--- src/rtl/led_cube_fb_arbiter_if.sv ---
// Frame-buffer port bundle for the LED cube arbiter: the refresh reader, two
// writers, the swap handshake and the single-port RAM bus.
interface led_cube_fb_arbiter_if;
  logic       ref_req;
  logic [5:0] ref_addr;
  logic       ref_gnt;
  logic [7:0] ref_rdata;
  logic       ref_rvalid;
  logic       str_req;
  logic [5:0] str_addr;
  logic [7:0] str_wdata;
  logic       str_lock;
  logic       str_gnt;
  logic       pat_req;
  logic [5:0] pat_addr;
  logic [7:0] pat_wdata;
  logic       pat_gnt;
  logic       frame_swap;
  logic       swap_done;
  logic       pat_starved;
  logic [6:0] mem_addr;
  logic       mem_we;
  logic [7:0] mem_wdata;
  logic [7:0] mem_rdata;

  modport master (
    output ref_req, ref_addr, str_req, str_addr, str_wdata, str_lock,
           pat_req, pat_addr, pat_wdata, frame_swap, mem_rdata,
    input  ref_gnt, ref_rdata, ref_rvalid, str_gnt, pat_gnt, swap_done,
           pat_starved, mem_addr, mem_we, mem_wdata
  );

  modport slave (
    input  ref_req, ref_addr, str_req, str_addr, str_wdata, str_lock,
           pat_req, pat_addr, pat_wdata, frame_swap, mem_rdata,
    output ref_gnt, ref_rdata, ref_rvalid, str_gnt, pat_gnt, swap_done,
           pat_starved, mem_addr, mem_we, mem_wdata
  );
endinterface

--- src/rtl/led_cube_fb_arbiter.sv ---
// Single-port frame RAM arbiter: refresh reads beat round-robin writers.
// Define LED_CUBE_DOUBLE_BUFFER_EN for front/back bank swapping.
module led_cube_fb_arbiter (
  input  logic                  clk,
  input  logic                  rst,
  led_cube_fb_arbiter_if.slave  bus
);

  localparam logic [1:0] ST_IDLE       = 2'd0;
  localparam logic [1:0] ST_STR_LOCKED = 2'd1;
  localparam logic [1:0] ST_SWAP_PEND  = 2'd2;
  localparam logic [4:0] STARVE_MAX    = 5'd16;

  logic [1:0] state_r;
  logic [1:0] state_nxt_s;
  logic       swap_lat_r;
  logic       swap_lat_nxt_s;
  logic       swap_exec_s;
  logic       last_pat_r;
  logic [4:0] starve_cnt_r;
  logic [4:0] starve_nxt_s;
  logic       ref_gnt_s;
  logic       str_gnt_s;
  logic       pat_gnt_s;
  logic       bank_rd_s;
  logic       bank_wr_s;
  logic       rd_pipe_r;
  logic       ref_rvalid_r;
  logic       swap_done_r;
  logic       pat_starved_r;
  logic [6:0] mem_addr_r;
  logic       mem_we_r;
  logic [7:0] mem_wdata_r;

  // Same-cycle grant: refresh first, then writers (lock or round-robin)
  always_comb begin
    ref_gnt_s = 1'b0;
    str_gnt_s = 1'b0;
    pat_gnt_s = 1'b0;
    if (rst) begin
      ref_gnt_s = 1'b0;
    end else if (bus.ref_req) begin
      ref_gnt_s = 1'b1;
    end else if (state_r == ST_STR_LOCKED) begin
      str_gnt_s = bus.str_req;
    end else if (bus.str_req && bus.pat_req) begin
      str_gnt_s = last_pat_r;
      pat_gnt_s = ~last_pat_r;
    end else begin
      str_gnt_s = bus.str_req;
      pat_gnt_s = bus.pat_req;
    end
  end

  // Lock / swap sequencing; a swap seen while locked waits in swap_lat_r
  always_comb begin
    state_nxt_s    = state_r;
    swap_lat_nxt_s = swap_lat_r;
    swap_exec_s    = 1'b0;
    case (state_r)
      ST_IDLE: begin
        if (bus.str_lock) begin
          state_nxt_s    = ST_STR_LOCKED;
          swap_lat_nxt_s = swap_lat_r | bus.frame_swap;
        end else if (bus.frame_swap || swap_lat_r) begin
`ifdef LED_CUBE_DOUBLE_BUFFER_EN
          state_nxt_s    = ST_SWAP_PEND;
`else
          swap_exec_s    = 1'b1;
`endif
          swap_lat_nxt_s = 1'b0;
        end else begin
          state_nxt_s    = ST_IDLE;
        end
      end
      ST_STR_LOCKED: begin
        if (!bus.str_lock) begin
          state_nxt_s    = ST_IDLE;
`ifdef LED_CUBE_DOUBLE_BUFFER_EN
          swap_lat_nxt_s = swap_lat_r | bus.frame_swap;
`else
          swap_exec_s    = swap_lat_r | bus.frame_swap;
          swap_lat_nxt_s = 1'b0;
`endif
        end else begin
          state_nxt_s    = ST_STR_LOCKED;
          swap_lat_nxt_s = swap_lat_r | bus.frame_swap;
        end
      end
      ST_SWAP_PEND: begin
        if (!bus.ref_req && !str_gnt_s && !pat_gnt_s) begin
          swap_exec_s = 1'b1;
          state_nxt_s = ST_IDLE;
        end else begin
          state_nxt_s = ST_SWAP_PEND;
        end
      end
      default: begin
        state_nxt_s    = ST_IDLE;
        swap_lat_nxt_s = 1'b0;
      end
    endcase
  end

  // Starve count saturates so pat_starved stays up while the denial lasts
  always_comb begin
    if (bus.pat_req && !pat_gnt_s) begin
      if (starve_cnt_r == STARVE_MAX) begin
        starve_nxt_s = STARVE_MAX;
      end else begin
        starve_nxt_s = starve_cnt_r + 5'd1;
      end
    end else begin
      starve_nxt_s = 5'd0;
    end
  end

`ifdef LED_CUBE_DOUBLE_BUFFER_EN
  logic front_bank_r;

  // Front bank flips in the cycle the pending swap executes
  always_ff @(posedge clk or posedge rst) begin
    if (rst) begin
      front_bank_r <= 1'b0;
    end else if (swap_exec_s) begin
      front_bank_r <= ~front_bank_r;
    end
  end

  assign bank_rd_s = front_bank_r;
  assign bank_wr_s = ~front_bank_r;
`else
  assign bank_rd_s = 1'b0;
  assign bank_wr_s = 1'b0;
`endif

  // Control state, round-robin history and status flags
  always_ff @(posedge clk or posedge rst) begin
    if (rst) begin
      state_r       <= ST_IDLE;
      swap_lat_r    <= 1'b0;
      last_pat_r    <= 1'b1;
      starve_cnt_r  <= 5'd0;
      pat_starved_r <= 1'b0;
      swap_done_r   <= 1'b0;
    end else begin
      state_r       <= state_nxt_s;
      swap_lat_r    <= swap_lat_nxt_s;
      starve_cnt_r  <= starve_nxt_s;
      pat_starved_r <= (starve_nxt_s == STARVE_MAX);
      swap_done_r   <= swap_exec_s;
      if (str_gnt_s || pat_gnt_s) begin
        last_pat_r <= pat_gnt_s;
      end
    end
  end

  // RAM bus register and read-valid pipeline (RAM read adds one more cycle)
  always_ff @(posedge clk or posedge rst) begin
    if (rst) begin
      mem_addr_r   <= 7'd0;
      mem_we_r     <= 1'b0;
      mem_wdata_r  <= 8'd0;
      rd_pipe_r    <= 1'b0;
      ref_rvalid_r <= 1'b0;
    end else begin
      rd_pipe_r    <= ref_gnt_s;
      ref_rvalid_r <= rd_pipe_r;
      if (ref_gnt_s) begin
        mem_addr_r  <= {bank_rd_s, bus.ref_addr};
        mem_we_r    <= 1'b0;
      end else if (str_gnt_s) begin
        mem_addr_r  <= {bank_wr_s, bus.str_addr};
        mem_we_r    <= 1'b1;
        mem_wdata_r <= bus.str_wdata;
      end else if (pat_gnt_s) begin
        mem_addr_r  <= {bank_wr_s, bus.pat_addr};
        mem_we_r    <= 1'b1;
        mem_wdata_r <= bus.pat_wdata;
      end else begin
        mem_we_r    <= 1'b0;
      end
    end
  end

  assign bus.ref_gnt     = ref_gnt_s;
  assign bus.str_gnt     = str_gnt_s;
  assign bus.pat_gnt     = pat_gnt_s;
  assign bus.ref_rvalid  = ref_rvalid_r;
  assign bus.ref_rdata   = ref_rvalid_r ? bus.mem_rdata : 8'd0;
  assign bus.swap_done   = swap_done_r;
  assign bus.pat_starved = pat_starved_r;
  assign bus.mem_addr    = mem_addr_r;
  assign bus.mem_we      = mem_we_r;
  assign bus.mem_wdata   = mem_wdata_r;

endmodule

--- src/flat_wrapper.sv ---
// flat-port wrapper written by rule: the top's interface ports become plain ports
module led_cube_fb_arbiter_flat 
  (clk, rst, bus_ref_req, bus_ref_addr, bus_str_req, bus_str_addr, bus_str_wdata, bus_str_lock, bus_pat_req, bus_pat_addr, bus_pat_wdata, bus_frame_swap, bus_mem_rdata, bus_ref_gnt, bus_ref_rdata, bus_ref_rvalid, bus_str_gnt, bus_pat_gnt, bus_swap_done, bus_pat_starved, bus_mem_addr, bus_mem_we, bus_mem_wdata);
  led_cube_fb_arbiter_if bus_i ();
  input  logic clk;
  input  logic rst;
  input wire logic [$bits(bus_i.ref_req)-1:0] bus_ref_req;
  input wire logic [$bits(bus_i.ref_addr)-1:0] bus_ref_addr;
  input wire logic [$bits(bus_i.str_req)-1:0] bus_str_req;
  input wire logic [$bits(bus_i.str_addr)-1:0] bus_str_addr;
  input wire logic [$bits(bus_i.str_wdata)-1:0] bus_str_wdata;
  input wire logic [$bits(bus_i.str_lock)-1:0] bus_str_lock;
  input wire logic [$bits(bus_i.pat_req)-1:0] bus_pat_req;
  input wire logic [$bits(bus_i.pat_addr)-1:0] bus_pat_addr;
  input wire logic [$bits(bus_i.pat_wdata)-1:0] bus_pat_wdata;
  input wire logic [$bits(bus_i.frame_swap)-1:0] bus_frame_swap;
  input wire logic [$bits(bus_i.mem_rdata)-1:0] bus_mem_rdata;
  output wire logic [$bits(bus_i.ref_gnt)-1:0] bus_ref_gnt;
  output wire logic [$bits(bus_i.ref_rdata)-1:0] bus_ref_rdata;
  output wire logic [$bits(bus_i.ref_rvalid)-1:0] bus_ref_rvalid;
  output wire logic [$bits(bus_i.str_gnt)-1:0] bus_str_gnt;
  output wire logic [$bits(bus_i.pat_gnt)-1:0] bus_pat_gnt;
  output wire logic [$bits(bus_i.swap_done)-1:0] bus_swap_done;
  output wire logic [$bits(bus_i.pat_starved)-1:0] bus_pat_starved;
  output wire logic [$bits(bus_i.mem_addr)-1:0] bus_mem_addr;
  output wire logic [$bits(bus_i.mem_we)-1:0] bus_mem_we;
  output wire logic [$bits(bus_i.mem_wdata)-1:0] bus_mem_wdata;
  assign bus_i.ref_req = bus_ref_req;
  assign bus_i.ref_addr = bus_ref_addr;
  assign bus_i.str_req = bus_str_req;
  assign bus_i.str_addr = bus_str_addr;
  assign bus_i.str_wdata = bus_str_wdata;
  assign bus_i.str_lock = bus_str_lock;
  assign bus_i.pat_req = bus_pat_req;
  assign bus_i.pat_addr = bus_pat_addr;
  assign bus_i.pat_wdata = bus_pat_wdata;
  assign bus_i.frame_swap = bus_frame_swap;
  assign bus_i.mem_rdata = bus_mem_rdata;
  assign bus_ref_gnt = bus_i.ref_gnt;
  assign bus_ref_rdata = bus_i.ref_rdata;
  assign bus_ref_rvalid = bus_i.ref_rvalid;
  assign bus_str_gnt = bus_i.str_gnt;
  assign bus_pat_gnt = bus_i.pat_gnt;
  assign bus_swap_done = bus_i.swap_done;
  assign bus_pat_starved = bus_i.pat_starved;
  assign bus_mem_addr = bus_i.mem_addr;
  assign bus_mem_we = bus_i.mem_we;
  assign bus_mem_wdata = bus_i.mem_wdata;
  led_cube_fb_arbiter u_core (.clk(clk), .rst(rst), .bus(bus_i));
endmodule
--- config.mk ---
export PLATFORM = sky130hd
export DESIGN_NAME = led_cube_fb_arbiter_flat
export DESIGN_NICKNAME = d
export VERILOG_FILES = /design/src/rtl/led_cube_fb_arbiter_if.sv /design/src/rtl/led_cube_fb_arbiter.sv /design/src/flat_wrapper.sv
export SDC_FILE = /design/constraint.sdc
export NUM_CORES = 1
export LEC_CHECK = 0
export BUFFER_PORTS_ARGS = -buffer_cell sky130_fd_sc_hd__clkbuf_2
export CAP_MARGIN = 20
export CORE_UTILIZATION = 39
export CTS_CLUSTER_DIAMETER = 60
export DETAILED_ROUTE_END_ITERATION = 12
export MAX_ROUTING_LAYER = met4
export PLACE_DENSITY_LB_ADDON = 0.08
export SLEW_MARGIN = 0
export SYNTH_ARGS = -nofsm -noshare
export SYNTH_HDL_FRONTEND = slang
export SYNTH_SLANG_ARGS = --single-unit
export TNS_END_PERCENT = 1
--- constraint.sdc ---
create_clock -name clk -period 3.9 [get_ports clk]
set_input_delay 0.39 -clock clk [delete_from_list [all_inputs] [get_ports clk]]
set_output_delay 0.39 -clock clk [all_outputs]
set_load 0.03 [all_outputs]
==> impl_results.rst <==
.. list-table::
   :header-rows: 1

   * - Metric
     - Value
   * - Required time of the critical path
     - 3.51 ns
   * - Max-capacitance violation count
     - 0
   * - Critical-path cell with the highest stage delay
     - sky130_fd_sc_hd__o311ai_4
   * - Total gr overflow
     - 0
   * - Asr flop ratio synth
     - 100%
   * - Post-layout instance count excluding filler cells
     - 264
   * - Number of vias per cell after detailed routing
     - 4.95
   * - Floorplan die height
     - 61.8 um
   * - Die W
     - 61.8 um
   * - Clock Skews
     - 0.0177 ns
   * - Via count of the first global-routing pass
     - 1127
   * - Result of the run
     - finished clean
   * - Num ports
     - 79
   * - Setup-failing EPs final
     - 0
   * - Element type at the critical path end
     - output port
   * - Starting DRC count in detailed routing
     - 48
   * - Placeable Area
     - 0.00339 sq mm
   * - Post-synthesis register bit count
     - 28
   * - Synth Instances
     - 141
   * - Count of port buffers added during placement
     - 77
   * - Detail Placement HPWL
     - 2430 um
   * - Leak Pwr
     - 0.983 nW
   * - Detailed Route WL
     - 3080 um
   * - Deepest clock path buffer count
     - 2
   * - Count of unique library cells instantiated by Yosys
     - 37
   * - Worst slew margin
     - 51.2%
   * - Yosys Warn Count
     - 0
   * - Max Fclk
     - 0.441 GHz
   * - Worst hold slack after final layout
     - 0.108 ns
   * - Number of buffers created by CTS
     - 3
   * - Clock period minus worst slack
     - 2.27 ns
   * - Post-layout net count
     - 270
   * - Cells resized by post-CTS repair
     - 0
   * - Drt first pass iters
     - 4
   * - Number of endpoints with negative hold slack in the final report
     - 0
   * - First-pass GRT wire length
     - 4750 um
   * - Setup repair after global routing missed its margin
     - no
   * - Max IR drop VDD
     - 176 uV
   * - Proportion of netlist area held by the largest area contributor
     - 48.4%
   * - Cell type contributing the most total cell area after synthesis
     - sky130_fd_sc_hd__dfrtp_1
   * - Classification of the worst setup path
     - reg -> out
   * - Ratio of total power to cell area
     - 377 mW/mm^2
   * - Area growth from synthesis to layout
     - 34.0%
   * - Number of rows created at floorplan
     - 21
   * - H-tree levels
     - 1
   * - Gr usage total
     - 17.1%
   * - Sort of element at the start of the critical path
     - flop
   * - Commonest cells in the netlist
     - sky130_fd_sc_hd__dfrtp_1 (27), sky130_fd_sc_hd__nand2_1 (19), sky130_fd_sc_hd__nor2_1 (19)
   * - Number of antenna violations at the first check in global routing
     - 0
   * - Clk_lat worst skew
     - 0.33 ns
   * - Leading post-synthesis cells by cell area
     - sky130_fd_sc_hd__dfrtp_1 (48%), sky130_fd_sc_hd__nand2_1 (5.1%), sky130_fd_sc_hd__nor2_1 (5.1%)
   * - Die Outline Area
     - 0.00382 sq mm
   * - DRC violation count after routing
     - 0
   * - Dominant register cell in the synthesized netlist
     - sky130_fd_sc_hd__dfrtp_1
   * - Share of the yosys chip area belonging to registers
     - 50.3%
   * - Clock tree sinks
     - 28
   * - Cell area after synthesis
     - 0.00140 sq mm
   * - Worst-path clk slew
     - 0.13 ns
   * - Cell chain of the critical path
     - nor2b_2, o311ai_4, inv_2, clkbuf_2
   * - CTS root buf
     - sky130_fd_sc_hd__clkbuf_4
   * - Critical path arrival
     - 1.88 ns
   * - Dpl cells
     - 259
   * - Synth Area per Inst
     - 9.90 sq um
   * - Fraction of layout instances using a drive strength above 1
     - 42.2%
   * - Count leader, synth
     - sky130_fd_sc_hd__dfrtp_1
   * - Pins Over Slew Limit
     - 0
   * - CP max FO
     - 13
   * - Buffers inserted during post-CTS setup optimization
     - 0
   * - DR WL/cell
     - 11.7 um
   * - Net count after synthesis
     - 192
   * - Starting utilization of the core area
     - 41.2%
   * - Number of enable flip-flop cells after synthesis
     - 0
   * - DRT antenna net count
     - 0
   * - Share of the clock period used by the worst path after layout
     - 58.1%
   * - TritonCTS clock tree
     - done
   * - Hold-fix buffer count after cts
     - 0
   * - Routability-driven placement congestion ratio
     - 0.772
   * - Kind of path behind the tightest hold check
     - in -> async
   * - CP peak stage delay
     - 0.49 ns
   * - Tightest Pin Transition
     - 0.730 ns
   * - Maximum number of pins on one net before global-route repair
     - 29
   * - Total Negative Setup Slacks
     - 0 ns
   * - Count of inserted antenna diode cells
     - 0
   * - Total number of vias
     - 1308
## cell type report
type,instances,area [sq um]
clock buffers,4,36.3
fillers,317,1520
well taps,46,57.6
repair buffers,79,420
multi-input cells,98,621
inverters,9,33.8
flip-flops and latches,28,702
## where the power goes
group / total, W / leakage, nW / internal [W] / switching, W
logic: 0.000211 / 0.621 / 0.0000773 / 0.000133
registers: 0.000354 / 0.341 / 0.000329 / 0.0000257
clock network: 0.000141 / 0.0210 / 0.0000571 / 0.0000839
## routing by layer
metal	share of wire, %	track usage, %	up-vias
met5	0	-	-
met4	0.52	5.08	0
met3	7.2	2.48	2
met2	51	30.3	66
met1	41	20.1	600
li1	-	-	640
## flip-flops by register name, indices dropped and copies added, names as in the netlist
| signal | flops |
|---|---|
| u_core.bus.mem_addr | 6 |
| u_core.bus.swap_done | 1 |
| u_core.bus.mem_wdata | 8 |
| u_core.rd_pipe_r | 1 |
| u_core.starve_cnt_r | 5 |
| u_core.bus.pat_starved | 1 |
| u_core.swap_lat_r | 1 |
| u_core.bus.mem_we | 1 |
| u_core.state_r | 2 |
| u_core.bus.ref_rvalid | 1 |
| u_core.last_pat_r | 1 |
## logic make-up (layout without fill, tap and decap cells)
| group | count (synthesis) | after routing | share of synthesized area [%] |
|---|---|---|---|
| xor+xnor | 3 | 3 | 1.88 |
| fa+ha+maj | 2 | 2 | 1.79 |
| compound gates | 29 | 29 | 18.3 |
| simple gates | 60 | 60 | 20.0 |
| mux | 3 | 3 | 2.24 |
| buf+inv | 15 | 92 | 5.29 |
| flops | 28 | 28 | 50.3 |
| other cells | 1 | 1 | 0.269 |
## worst max-delay path, delay by kind of cell, from the launching register on
family,cells,cell delay (ns)
flops,1,0.40
buf+inv,2,0.47
compound gates,1,0.49
simple gates,1,0.21
## placed cells by master (no fill, tap or decap), drive strengths merged
| cell | instances |
|---|---|
| xor2 | 2 |
| a2111oi | 1 |
| nor4 | 1 |
| xnor2 | 1 |
| nor3 | 6 |
| a221oi | 2 |
| o311ai | 1 |
| ha | 2 |
| dfrtp | 27 |
| nor2 | 19 |
| a31oi | 9 |
| nor2b | 4 |
| a211o | 1 |
| o21ai | 2 |
| o21a | 1 |
| a22o | 4 |
| a31o | 1 |
| mux2i | 2 |
| a221o | 4 |
| conb | 1 |
| buf | 2 |
| a21o | 1 |
| and2 | 8 |
| mux2 | 1 |
| inv | 9 |
| clkbuf | 81 |
| a21oi | 2 |
| dfstp | 1 |
| nand2 | 19 |
| nand3 | 2 |
| nand3b | 1 |
## stage by stage
step                util (%)  cell area [sq um]  total power [W]  worst slack (ns)
CTS                     54.4               1840         0.000713              1.60
global route            55.2               1870         0.000752              1.45
detailed placement      53.3               1810         0.000570              1.90
finish                  55.2               1870         0.000706              1.63
floorplan                  -               1400         0.000496              2.29
global placement        53.3               1810         0.000565              1.91
## final timing paths
kind / depth (start not counted) / end / slack, ns / startpoint
worst max-delay path: 4 / bus_str_gnt / 1.63 / u_core.state_r[0]
worst min-delay path: 2 / u_core.state_r[1] / 0.11 / rst
worst max register to register: 5 / u_core.bus.mem_addr[3] / 1.97 / u_core.state_r[0]
worst min register to register: 0 / u_core.bus.ref_rvalid / 0.36 / u_core.rd_pipe_r
max in group asynchronous: 3 / u_core.last_pat_r / 3.29 / rst
min in group clk: 3 / u_core.bus.mem_wdata[5] / 0.27 / bus_pat_wdata[5]
Power figures use the tool's default switching activity.
